<file path="config.mk">
export PLATFORM = sky130hd
export DESIGN_NAME = sdram_burst_arbiter
export DESIGN_NICKNAME = d
export VERILOG_FILES = /design/src/rtl/sdram_burst_arbiter.sv
export SDC_FILE = /design/constraint.sdc
export NUM_CORES = 1
export LEC_CHECK = 0
export CORE_MARGIN = 2
export CORE_UTILIZATION = 30
export DETAILED_ROUTE_END_ITERATION = 8
export PLACE_DENSITY = 0.6
export REMOVE_ABC_BUFFERS = 1
export SETUP_SLACK_MARGIN = 0.5
export SYNTH_ARGS = -nofsm -noshare
export SYNTH_HDL_FRONTEND = slang
export SYNTH_SLANG_ARGS = --single-unit
</file>
<file path="constraint.sdc">
create_clock -name clk -period 9.2 [get_ports clk]
set_input_delay 2.3 -clock clk [delete_from_list [all_inputs] [get_ports clk]]
set_output_delay 2.3 -clock clk [all_outputs]
set_load 0.02 [all_outputs]
</file>
<file path="src/rtl/sdram_burst_arbiter.sv">
// sdram_burst_arbiter: schedules refresh, write bursts and read bursts onto one SDRAM command engine
module sdram_burst_arbiter #(
   parameter int BURST_LEN     = 8,
   parameter int REF_PERIOD    = 780,
   parameter int ADDR_W        = 24,
   parameter int USE_W         = 10,
   parameter int RD_FIFO_DEPTH = 512
) (
   input  logic              clk,
   input  logic              rst,
   input  logic              init_done,
   input  logic [USE_W-1:0]  wr_use,
   input  logic [USE_W-1:0]  rd_use,
   input  logic              rd_enable,
   input  logic [ADDR_W-1:0] wr_base,
   input  logic [ADDR_W-1:0] wr_max,
   input  logic              wr_load,
   input  logic [ADDR_W-1:0] rd_base,
   input  logic [ADDR_W-1:0] rd_max,
   input  logic              rd_load,
   output logic              cmd_req,
   output logic [1:0]        cmd_type,
   output logic [ADDR_W-1:0] cmd_addr,
   input  logic              cmd_ack,
   input  logic              cmd_done,
   output logic              busy,
   output logic              ref_pend
);
   typedef enum logic [1:0] {S_IDLE, S_REQ, S_WAIT} state_t;
   localparam logic [1:0] T_NONE = 2'b00;
   localparam logic [1:0] T_REF  = 2'b01;
   localparam logic [1:0] T_WR   = 2'b10;
   localparam logic [1:0] T_RD   = 2'b11;
   localparam int RCW = $clog2(REF_PERIOD + 1);
   localparam logic [RCW-1:0]   REF_LAST = RCW'(REF_PERIOD - 1);
   localparam logic [USE_W-1:0] RD_LIM   = USE_W'(RD_FIFO_DEPTH - BURST_LEN);
   localparam logic [USE_W-1:0] RD_HALF  = USE_W'(RD_FIFO_DEPTH / 2);
   localparam logic [USE_W-1:0] WR_LIM   = USE_W'(BURST_LEN);
   localparam logic [ADDR_W:0]  STEP     = (ADDR_W + 1)'(BURST_LEN);

   state_t            r_state, w_next;
   logic [RCW-1:0]    r_cnt;
   logic              r_pend, r_rr;
   logic [ADDR_W-1:0] r_wr_addr, r_rd_addr, r_addr;
   logic [1:0]        r_type, w_sel;
   logic              w_rd_elig, w_rd_urg, w_wr_elig, w_rr_hit, w_go, w_fin, w_tick, w_ref_ack;
   logic [ADDR_W:0]   w_wr_nxt, w_rd_nxt;

   assign w_rd_elig = rd_enable & (rd_use <= RD_LIM);
   assign w_rd_urg  = w_rd_elig & (rd_use < RD_HALF);
   assign w_wr_elig = wr_use >= WR_LIM;
   assign w_tick    = init_done & (r_cnt == REF_LAST);
   assign w_ref_ack = (r_state == S_REQ) & cmd_ack & (r_type == T_REF);
   assign w_fin     = (r_state == S_WAIT) & cmd_done;
   assign w_wr_nxt  = {1'b0, r_wr_addr} + STEP;
   assign w_rd_nxt  = {1'b0, r_rd_addr} + STEP;

   assign cmd_req  = r_state == S_REQ;
   assign cmd_type = r_type;
   assign cmd_addr = r_addr;
   assign busy     = r_state != S_IDLE;
   assign ref_pend = r_pend;

   // Priority selection in IDLE and the REQ/WAIT handshake progression
   always_comb begin
      w_sel    = r_pend ? T_REF : w_rd_urg ? T_RD : (w_rd_elig & w_wr_elig) ? (r_rr ? T_WR : T_RD) :
                 w_rd_elig ? T_RD : w_wr_elig ? T_WR : T_NONE;
      w_rr_hit = ~r_pend & ~w_rd_urg & w_rd_elig & w_wr_elig;
      w_go     = (r_state == S_IDLE) & init_done & (w_sel != T_NONE);
      w_next   = w_go ? S_REQ :
                 ((r_state == S_REQ) & cmd_ack) ? S_WAIT :
                 w_fin ? S_IDLE : r_state;
   end

   // State register
   always_ff @(posedge clk) begin
      r_state <= rst ? S_IDLE : w_next;
   end

   // Command latch: captured at the decision, held through REQ/WAIT, cleared on completion
   always_ff @(posedge clk) begin
      if (rst) begin
         r_type <= T_NONE;
         r_addr <= '0;
      end else if (w_go) begin
         r_type <= w_sel;
         r_addr <= (w_sel == T_WR) ? r_wr_addr : (w_sel == T_RD) ? r_rd_addr : '0;
      end else if (w_fin) begin
         r_type <= T_NONE;
         r_addr <= '0;
      end
   end

   // Round-robin bit flips only when the shared read/write case decided the grant
   always_ff @(posedge clk) begin
      if (rst) r_rr <= 1'b0;
      else if (w_go & w_rr_hit) r_rr <= ~r_rr;
   end

   // Refresh timer; a new terminal count beats a simultaneous refresh ack
   always_ff @(posedge clk) begin
      if (rst) begin
         r_cnt  <= '0;
         r_pend <= 1'b0;
      end else begin
         r_cnt  <= (~init_done | w_tick) ? '0 : r_cnt + 1'b1;
         r_pend <= w_tick | (r_pend & ~w_ref_ack);
      end
   end

   // Write address: load beats burst advance; advance wraps to base at max or on overflow
   always_ff @(posedge clk) begin
      if (rst) r_wr_addr <= '0;
      else if (wr_load) r_wr_addr <= wr_base;
      else if (w_fin & (r_type == T_WR))
         r_wr_addr <= (w_wr_nxt >= {1'b0, wr_max}) ? wr_base : w_wr_nxt[ADDR_W-1:0];
   end

   // Read address: same policy as the write side
   always_ff @(posedge clk) begin
      if (rst) r_rd_addr <= '0;
      else if (rd_load) r_rd_addr <= rd_base;
      else if (w_fin & (r_type == T_RD))
         r_rd_addr <= (w_rd_nxt >= {1'b0, rd_max}) ? rd_base : w_rd_nxt[ADDR_W-1:0];
   end
endmodule
</file>
# Yosys cells after proc, flatten, opt, wreduce, memory -nomap -nowiden
# Cells that the tools add are included.
[op_classes] n_div=0 n_eq_ne=8 bitwise_logic=23 reduce_logical=10 addsub=3 multipliers=0 shifts=0 magnitude_cmp=5 muxes=20
[ops] operator="$mux 24" count=10
[ops] operator="$add 24x4->25 const B" count=2
[ops] operator="$ge 25x24->1" count=2
[ops] operator="$and 1x1->1" count=16
[ops] operator="$mux 2" count=8
[ops] operator="$reduce_bool 2->1" count=6
[ops] operator="$add 10x1->10 const B" count=1
[ops] operator="$eq 10x10->1 const B" count=1
[ops] operator="$eq 2x2->1 const B" count=5
[ops] operator="$ge 10x4->1 const B" count=1
[ops] operator="$le 10x9->1 const B" count=1
[ops] operator="$lt 10x9->1 const B" count=1
[ops] operator="$not 1->1" count=5
[ops] operator="$eq 2x1->1 const B" count=2
[ops] operator="$reduce_or 2->1" count=2
[ops] operator="$reduce_bool 3->1" count=1
[ops] operator="$logic_not 2->1" count=1
[ops] operator="$mux 1" count=2
[ops] operator="$or 1x1->1" count=2
[word_totals] romBits=0 wordCells=78 in_bits=124 out_inout_bits=29 register_bits=88 latch_bits=0 mem_bits_rw=0 n_memories=0

# Depth between registers and ports, before layout
# Gate-level depths: netlist (run 1).
[depth] depth_word=10 ltp_mapped=14 ltp_nobuf=12

# Least setup slack after synthesis (run 1)
# No wires, ideal clock.
[synth_timing] path_kind="input -> register" start="input port wr_max[17]" end="register r_wr_addr[4]" arrival_ns=4.307 slack_ns=4.830 n_path_buf=0 setup_ns=0.062 stages=8 t_required_ns=9.138 cell_sequence="inv_1 > ha_1 > a21o_1 > a221o_1 > a2111o_1 > a31o_1 > or4_1 > nand3_1"
[synth_via] elab_chain_len=4
[synth_lines] item="start, declared" line_no="16" source="input logic [ADDR_W-1:0] wr_max,"
[synth_lines] item="$ge 25x24->1" line_no="116" source="r_wr_addr <= (w_wr_nxt >= {1'b0, wr_max}) ? wr_base : w_wr_nxt[ADDR_W-1:0];"
[synth_lines] item="$mux 24" line_no="116"
[synth_lines] item="$mux 24" line_no="115" source="else if (w_fin & (r_type == T_WR))"
[synth_lines] item="$mux 24" line_no="114" source="else if (wr_load) r_wr_addr <= wr_base;"
[synth_lines] item="end signal, assigned" line_no="114"
[synth_lines] item="end signal, assigned" line_no="116"
[synth_lines] item="end, declared" line_no="44" source="logic [ADDR_W-1:0] r_wr_addr, r_rd_addr, r_addr;"
# Every way passes these cells. The select of a mux whose other input is x is not followed.
# A chain may end at the register's enable or synchronous reset.

# Worst setup path after layout (run 1)
[layout_timing] start="input port rd_max[15]" end="register r_rd_addr[13]"
[layout_via] elab_chain_len=4
[layout_lines] item="start, declared" line_no="19" source="input logic [ADDR_W-1:0] rd_max,"
[layout_lines] item="$ge 25x24->1" line_no="124" source="r_rd_addr <= (w_rd_nxt >= {1'b0, rd_max}) ? rd_base : w_rd_nxt[ADDR_W-1:0];"
[layout_lines] item="$mux 24" line_no="124"
[layout_lines] item="$mux 24" line_no="123" source="else if (w_fin & (r_type == T_RD))"
[layout_lines] item="$mux 24" line_no="122" source="else if (rd_load) r_rd_addr <= rd_base;"
[layout_lines] item="end signal, assigned" line_no="122"
[layout_lines] item="end signal, assigned" line_no="124"
[layout_lines] item="end, declared" line_no="44"
# Every way passes these cells. The select of a mux whose other input is x is not followed.

==> results.txt, run 1 <==
Outcome = completed
Worst hold path class = flip-flop to flip-flop
P_int = 0.722 mW
Synthesized instance count = 795
First-pass GRT wire length = 30.5 mm
DP HPWL = 14.4 mm
Post-CTS Setup Inserts = 0
Slew @ Worst Pin = 1.06 ns
Num Clock Sinks = 88
Endpoints failing setup = 0
Core area = 20,400 sq um
Layout area overhead = 32.2%
ANT cells = 0
Max-slew headroom = 0.296
Maximum vdd drop = 90.4 uV
IO Pins = 153
Hold EP = cmd_addr[19]$_SDFFE_PP0P_
# port buffers = 149
Worst reg2reg path endpoint = r_wr_addr[4]$_SDFFE_PP0P_
Worst EP arrival = 5.52 ns
Startpoint types = input port
Switching Fraction = 0.295
Hold_buf cts = 0
Max layer used = met4
Routed via count = 6,146
Power per cell area = 124 nW/um^2
Worst Path Required = 9.39 ns
Overflow left after global routing = 0
Post-synth EDFFs = 0
Setup TNS = 0 ns
Post-Syn Area per Cell = 7.88 sq um
Drt drc = 0
Seq/Total Area, Yosys = 0.281
Area fraction of the dominant cell type after synthesis = 0.281
Main synth FF type = dfxtp_1
Fmax = 188 MHz
Worst reg2reg setup slack = 4.40 ns
Full die area = 22,100 sq um
Die H = 148 um
Initial antenna violation count = 0
Setup crit end kind = flip-flop
Tcrit/Tclk final = 0.579
Sw power = 0.302 mW
Met2 WL = 8.75 mm
Clk_skew = 0.0135 ns
R2R depth = 12
Synth Warn # = 0
Crit path max fanout = 20
Vias in the first global route = 5,953
Length of routed wiring on met1 = 8.78 mm
Antenna viol nets, final = 0
Vias per cell = 5.16
RD Place Congestion = 0.806
Site row count = 52
Area leader, netlist = dfxtp_1
Fill cells = 2,123
Final WL = 19.2 mm
Reg power frac = 0.424
Clock latency on the worst-skew pair = 0.35 ns
Final #Nets = 1,093
Ys async rst share = 0
Pin count of the biggest net entering global routing = 41
Starting Density = 0.308
Clock power frac = 0.348
DRT Pass-1 Iters = 5
Layout cell share with drive strength beyond 1 = 0.0445
LEAKAGE = 3.36 nW
Clock Tree Buf Depth = 2
Post-layout min period = 5.33 ns
Resized cells post-CTS = 0
Count of cell types in the netlist = 60
Pins Over Slew Limit = 0
Hold_ws = 0.456 ns
Worst-path clk slew = 0.07 ns
DR WL/cell = 16.1 um
RSZ-0062 raised after global routing = false
CTS root buffer = clkbuf_16
GRT Total Usage = 0.173
Die W = 148 um
Synthesized cell area = 6260 sq um
Worst Setup Path Type = input port to flip-flop
Combinational fraction of design power = 0.229
DRT iter0 DRCs = 313
HP Start = cmd_addr[19]$_SDFFE_PP0P_
Met3 WL = 1.37 mm
CTS H-tree lvls = 3
Max-cap violations = 0
CTS tree = built
Fin. Hold Viols = 0
CTS buffer count = 9
Flops & latches, synth = 88
Crit Reg-Reg Startpoint = r_wr_addr[3]$_SDFFE_PP0P_
Worst hold path cell count = 2
Area contributors post-synth = dfxtp_1 28%, ha_1 10%, nand2_1 6.8%, mux2i_1 4.8%, inv_1 3.8%
critical path, cell delays in order:
cell and delay [ns]:
clkdlybuf4s50_1 0.45, inv_1 0.04, ha_1 0.31, and4_1 0.25
nor4bb_1 0.66, a311oi_1 0.35, nor2b_1 0.25, nand3_1 0.71
o211ai_1 0.20
metrics by stage:
| stage | util | setup slack, ns | cell area [sq um] | total power, mW | instances |
|---|---|---|---|---|---|
| 6_report | 0.407 | 3.87 | 8280 | 1.02 | 1192 |
| 5_1_grt | 0.407 | 3.65 | 8280 | 1.08 | 1192 |
| 4_1_cts | 0.407 | 3.97 | 8280 | 1.04 | 1192 |
| 3_5_place_dp | 0.393 | 3.60 | 8000 | 0.677 | 1177 |
| 3_3_place_gp | 0.393 | 3.61 | 8000 | 0.674 | 1177 |
| 2_1_floorplan | - | 4.23 | 6080 | 0.562 | 749 |
power by group through the flow:
stage               Combinational [mW]  Sequential [mW]  Clock (mW)
finish                           0.234            0.434       0.356
global route                     0.261            0.438       0.382
CTS                              0.236            0.434       0.368
detailed placement               0.234            0.443           0
global placement                 0.231            0.443           0
floorplan                        0.125            0.437           0
cell usage after synthesis (20+ instances only):
| cell type | n |
|---|---|
| nor4_1 | 21 |
| mux2i_1 | 30 |
| o41ai_1 | 20 |
| a31oi_1 | 24 |
| dfxtp_1 | 88 |
| nand3_1 | 31 |
| xnor2_1 | 26 |
| o21ai_0 | 27 |
| nor2_1 | 35 |
| o31ai_1 | 23 |
| clkbuf_1 | 36 |
| o211ai_1 | 21 |
| xor2_1 | 22 |
| nand2_1 | 113 |
| and2_1 | 21 |
| ha_1 | 51 |
| inv_1 | 63 |
layout make-up:
type                            instances  area [sq um]  area share
Tap cell                              270           338      0.0408
Inverter                               63           236      0.0286
Clock inverter                          4          30.0     0.00363
Clock buffer                           11           253      0.0305
Multi-Input combinational cell        598          4100       0.495
Timing Repair Buffer                  158          1560       0.188
Sequential cell                        88          1760       0.213
how the worst max path moves through the flow:
| stage | start | endpoint | depth (start not counted) |
|---|---|---|---|
| 3_3_place_gp | rd_max[15] | r_rd_addr[4]$_SDFFE_PP0P_ | 9 |
| 5_1_grt | rd_max[15] | r_rd_addr[5]$_SDFFE_PP0P_ | 9 |
| 2_1_floorplan | wr_max[6] | r_wr_addr[0]$_SDFFE_PP0P_ | 8 |
| 4_1_cts | rd_max[15] | r_rd_addr[13]$_SDFFE_PP0P_ | 9 |
| 6_report | rd_max[15] | r_rd_addr[13]$_SDFFE_PP0P_ | 9 |
| 3_5_place_dp | rd_max[15] | r_rd_addr[13]$_SDFFE_PP0P_ | 9 |
routing by layer:
layer / up-vias / track usage
met5: - / 0
met4: 0 / 0.0352
met3: 22 / 0.0540
met2: 171 / 0.284
met1: 2841 / 0.224
li1: 3112 / -
registers in the layout, indices dropped and copies added (netlist names):
signal	count
r_state	2
ref_pend	1
r_cnt	10
r_rd_addr	24
r_wr_addr	24
cmd_addr	24
r_rr	1
cmd_type	2
cells in the final DEF, fill, tap and decap left out, drive strengths merged, types with 11 or more instances in the layout:
master / count
clkdlybuf4s50: 149
a21oi: 16
nand2b: 14
nor2: 35
nand4: 14
ha: 51
mux2i: 30
nand2: 113
a31oi: 25
inv: 63
o21ai: 30
nand3: 31
and2: 21
dfxtp: 88
o211ai: 21
clkbuf: 11
xor2: 22
o31ai: 23
nor4: 23
o41ai: 21
xnor2: 26
kinds of logic after synthesis:
family                     share of synthesized area
AOI/OAI and AO/OA                              0.191
xor gates and xnor gates                      0.0671
adders and majority gates                      0.102
buffers and inverters                         0.0673
DFF                                            0.281
muxes                                         0.0497
and+or+nand+nor                                0.242
Note: power is estimated with default switching activity, not from simulation.
==> run 2, diff against run 1 <==
==> constraint.sdc (replaced) <==
create_clock -name clk -period 5.52 [get_ports clk]
set_input_delay 1.38 -clock clk [delete_from_list [all_inputs] [get_ports clk]]
set_output_delay 1.38 -clock clk [all_outputs]
set_load 0.02 [all_outputs]
==> run 2 against run 1 <==
Against the previous run:
- worst setup slack got worse by 2.7 ns
- combinational power is 68% higher
- count of clock-buffer cells in the layout up 2
- sequential share of layout area decreased by 0.12 points
- sequential cell count stayed put
- via count fell by 1.2%
- critical path type is now flip-flop to flip-flop
- first-iteration DRC count shrank 9.3%
- hold slack better by 0.0020 ns
- non-clock buffer count up 5
- final area grew 0.56%
==> results.txt, run 2 (synthesis gave the netlist of run 1 again) <==
Worst hold path class = flip-flop to flip-flop
Switching Fraction = 0.286 (-0.00927)
Dpl ws = 1.15 ns (-2.45 ns)
Worst Path Required = 5.81 ns (-3.58 ns)
Worst Setup Path Type = flip-flop to flip-flop
Crit-path slowest cell = or4_1
CTS buffer count = 9 (unchanged)
Site row count = 52 (unchanged)
Util after Layout = 0.409 (+0.00227)
ANT cells = 0 (unchanged)
Worst-path clk slew = 0.06 ns (about the same)
Final worst setup slack = 1.18 ns (-2.69 ns)
Pins Over Slew Limit = 0 (unchanged)
Cell-by-cell trace of the critical path = ha_1 -> nand3_1 -> nor4_1 -> buf_4 -> and4_1 -> xor2_1 -> ha_1 -> a21o_1 -> a221o_1 -> a2111o_1 -> a31o_1 -> or4_1 -> nand3_1
DR WL/cell = 16.0 um (-0.17%)
Hold_buf cts = 0 (unchanged)
Final Instance Area = 8330 sq um (+0.56%)
Layout cell share with drive strength beyond 1 = 0.0453 (+0.000839)
Final WL = 19.2 mm (+0.25%)
CP max stage delay = 0.60 ns (-0.11 ns)
Clock power frac = 0.363 (+0.015)
Overflow left after global routing = 0 (unchanged)
Most frequent cells in the layout = 149 x clkdlybuf4s50_1, 113 x nand2_1, 88 x dfxtp_1
Clk_skew = 0.0138 ns (+0.000341 ns)
Hold_ws = 0.458 ns (+0.00202 ns)
DRT Pass-1 Iters = 4 (-1)
Crit path max fanout = 21 (+5.0%)
Max-slew headroom = 0.292 (-0.00414)
Post-CTS Setup Inserts = 0 (unchanged)
Finished Layout Cells = 1,197 (+0.42%)
Placed cell count = 1,182 (+0.42%)
Power per cell area = 210 nW/um^2 (+70%)
Placed Area = 8030 sq um (+0.38%)
Full die area = 22,100 sq um (unchanged)
GRT Total Usage = 0.176 (+0.00354)
Layout area overhead = 32.9%
P_int = 1.25 mW (+73%)
Pin count of the biggest net entering global routing = 41 (unchanged)
Fmax = 231 MHz
Combinational fraction of design power = 0.224 (-0.005)
Tcrit/Tclk final = 0.786
Outcome = completed
Slew @ Worst Pin = 1.06 ns (+0.00384 ns)
Num Clock Sinks = 88 (unchanged)
CTS tree = built
Die W = 148 um (unchanged)
Routed via count = 6,075 (-1.2%)
Fin. Hold Viols = 0 (unchanged)
CTS root buffer = clkbuf_16
Max-cap violations = 0 (unchanged)
Reg power frac = 0.413 (-0.011)
Die H = 148 um (unchanged)
Vias per cell = 5.08 (-1.6%)
Endpoints failing setup = 0 (unchanged)
RD Place Congestion = 0.806 (about the same)
First-pass GRT wire length = 31.2 mm (+2.2%)
RSZ-0062 raised after global routing = false
Maximum vdd drop = 197 uV (+120%)
Setup TNS = 0 ns (unchanged)
IO Pins = 153 (unchanged)
Final #Nets = 1,098 (+0.46%)
LEAKAGE = 3.40 nW (+0.98%)
Startpoint types = flip-flop
Total power = 1.75 mW (+71%)
Worst EP arrival = 4.63 ns (-0.89 ns)
DP HPWL = 14.6 mm (+1.1%)
Sw power = 0.501 mW (+66%)
Fill cells = 2,098 (-1.2%)
Clock latency on the worst-skew pair = 0.35 ns (about the same)
Starting Density = 0.308 (unchanged)
Vias in the first global route = 5,991 (+0.64%)
Resized cells post-CTS = 0 (unchanged)
Core area = 20,400 sq um (unchanged)
Initial antenna violation count = 0 (unchanged)
# port buffers = 149 (unchanged)
Antenna viol nets, final = 0 (unchanged)
Drt drc = 0 (unchanged)
DRT iter0 DRCs = 284 (-9.3%)
Setup crit end kind = flip-flop
Post-layout min period = 4.34 ns
Clock Tree Buf Depth = 2 (unchanged)
Commonest non-fill, non-tap cell in the layout = clkdlybuf4s50_1
CTS H-tree lvls = 3 (unchanged)
run 2: critical path, delay by kind of cell, from the launching register on:
| family | cells | cell delay [ns] |
|---|---|---|
| compound gates | 4 | 1.42 |
| simple gates | 5 | 1.39 |
| fa+ha+maj | 2 | 0.54 |
| flops | 1 | 0.49 |
| xor+xnor | 1 | 0.26 |
| buf+inv | 1 | 0.19 |
run 2: metal layers:
metal | global-route usage | share of wire
met5 | 0 | 0
met4 | 0.0238 | 0.0076
met3 | 0.0583 | 0.072
met2 | 0.286 | 0.46
met1 | 0.234 | 0.46
run 2: cell type report:
| type | instances | area, sq um | share of cell area |
|---|---|---|---|
| multi-input cells | 598 | 4100 | 0.492 |
| repair buffers | 163 | 1600 | 0.192 |
| clock buffers | 13 | 260 | 0.0313 |
| clock inverters | 2 | 38.8 | 0.00466 |
| inverters | 63 | 236 | 0.0284 |
| flip-flops and latches | 88 | 1760 | 0.212 |
| well taps | 270 | 338 | 0.0406 |
run 2: final timing paths:
| check | start | endpoint | slack, ns | depth (start not counted) |
|---|---|---|---|---|
| setup / recovery | r_wr_addr[3]$_SDFFE_PP0P_ | r_wr_addr[4]$_SDFFE_PP0P_ | 1.18 | 13 |
| hold / removal | r_cnt[0]$_SDFF_PP0_ | r_cnt[0]$_SDFF_PP0_ | 0.46 | 1 |
| hold reg to reg | r_cnt[0]$_SDFF_PP0_ | r_cnt[0]$_SDFF_PP0_ | 0.46 | 1 |
| setup reg to reg | r_wr_addr[3]$_SDFFE_PP0P_ | r_wr_addr[4]$_SDFFE_PP0P_ | 1.18 | 13 |
run 2: power groups by stage:
stage	clock network, mW	logic [mW]	registers (mW)
after global routing	0.678	0.438	0.729
after floorplan	0	0.208	0.729
after detailed placement	0	0.393	0.739
after global placement	0	0.388	0.738
after CTS	0.651	0.396	0.724
final	0.636	0.392	0.724
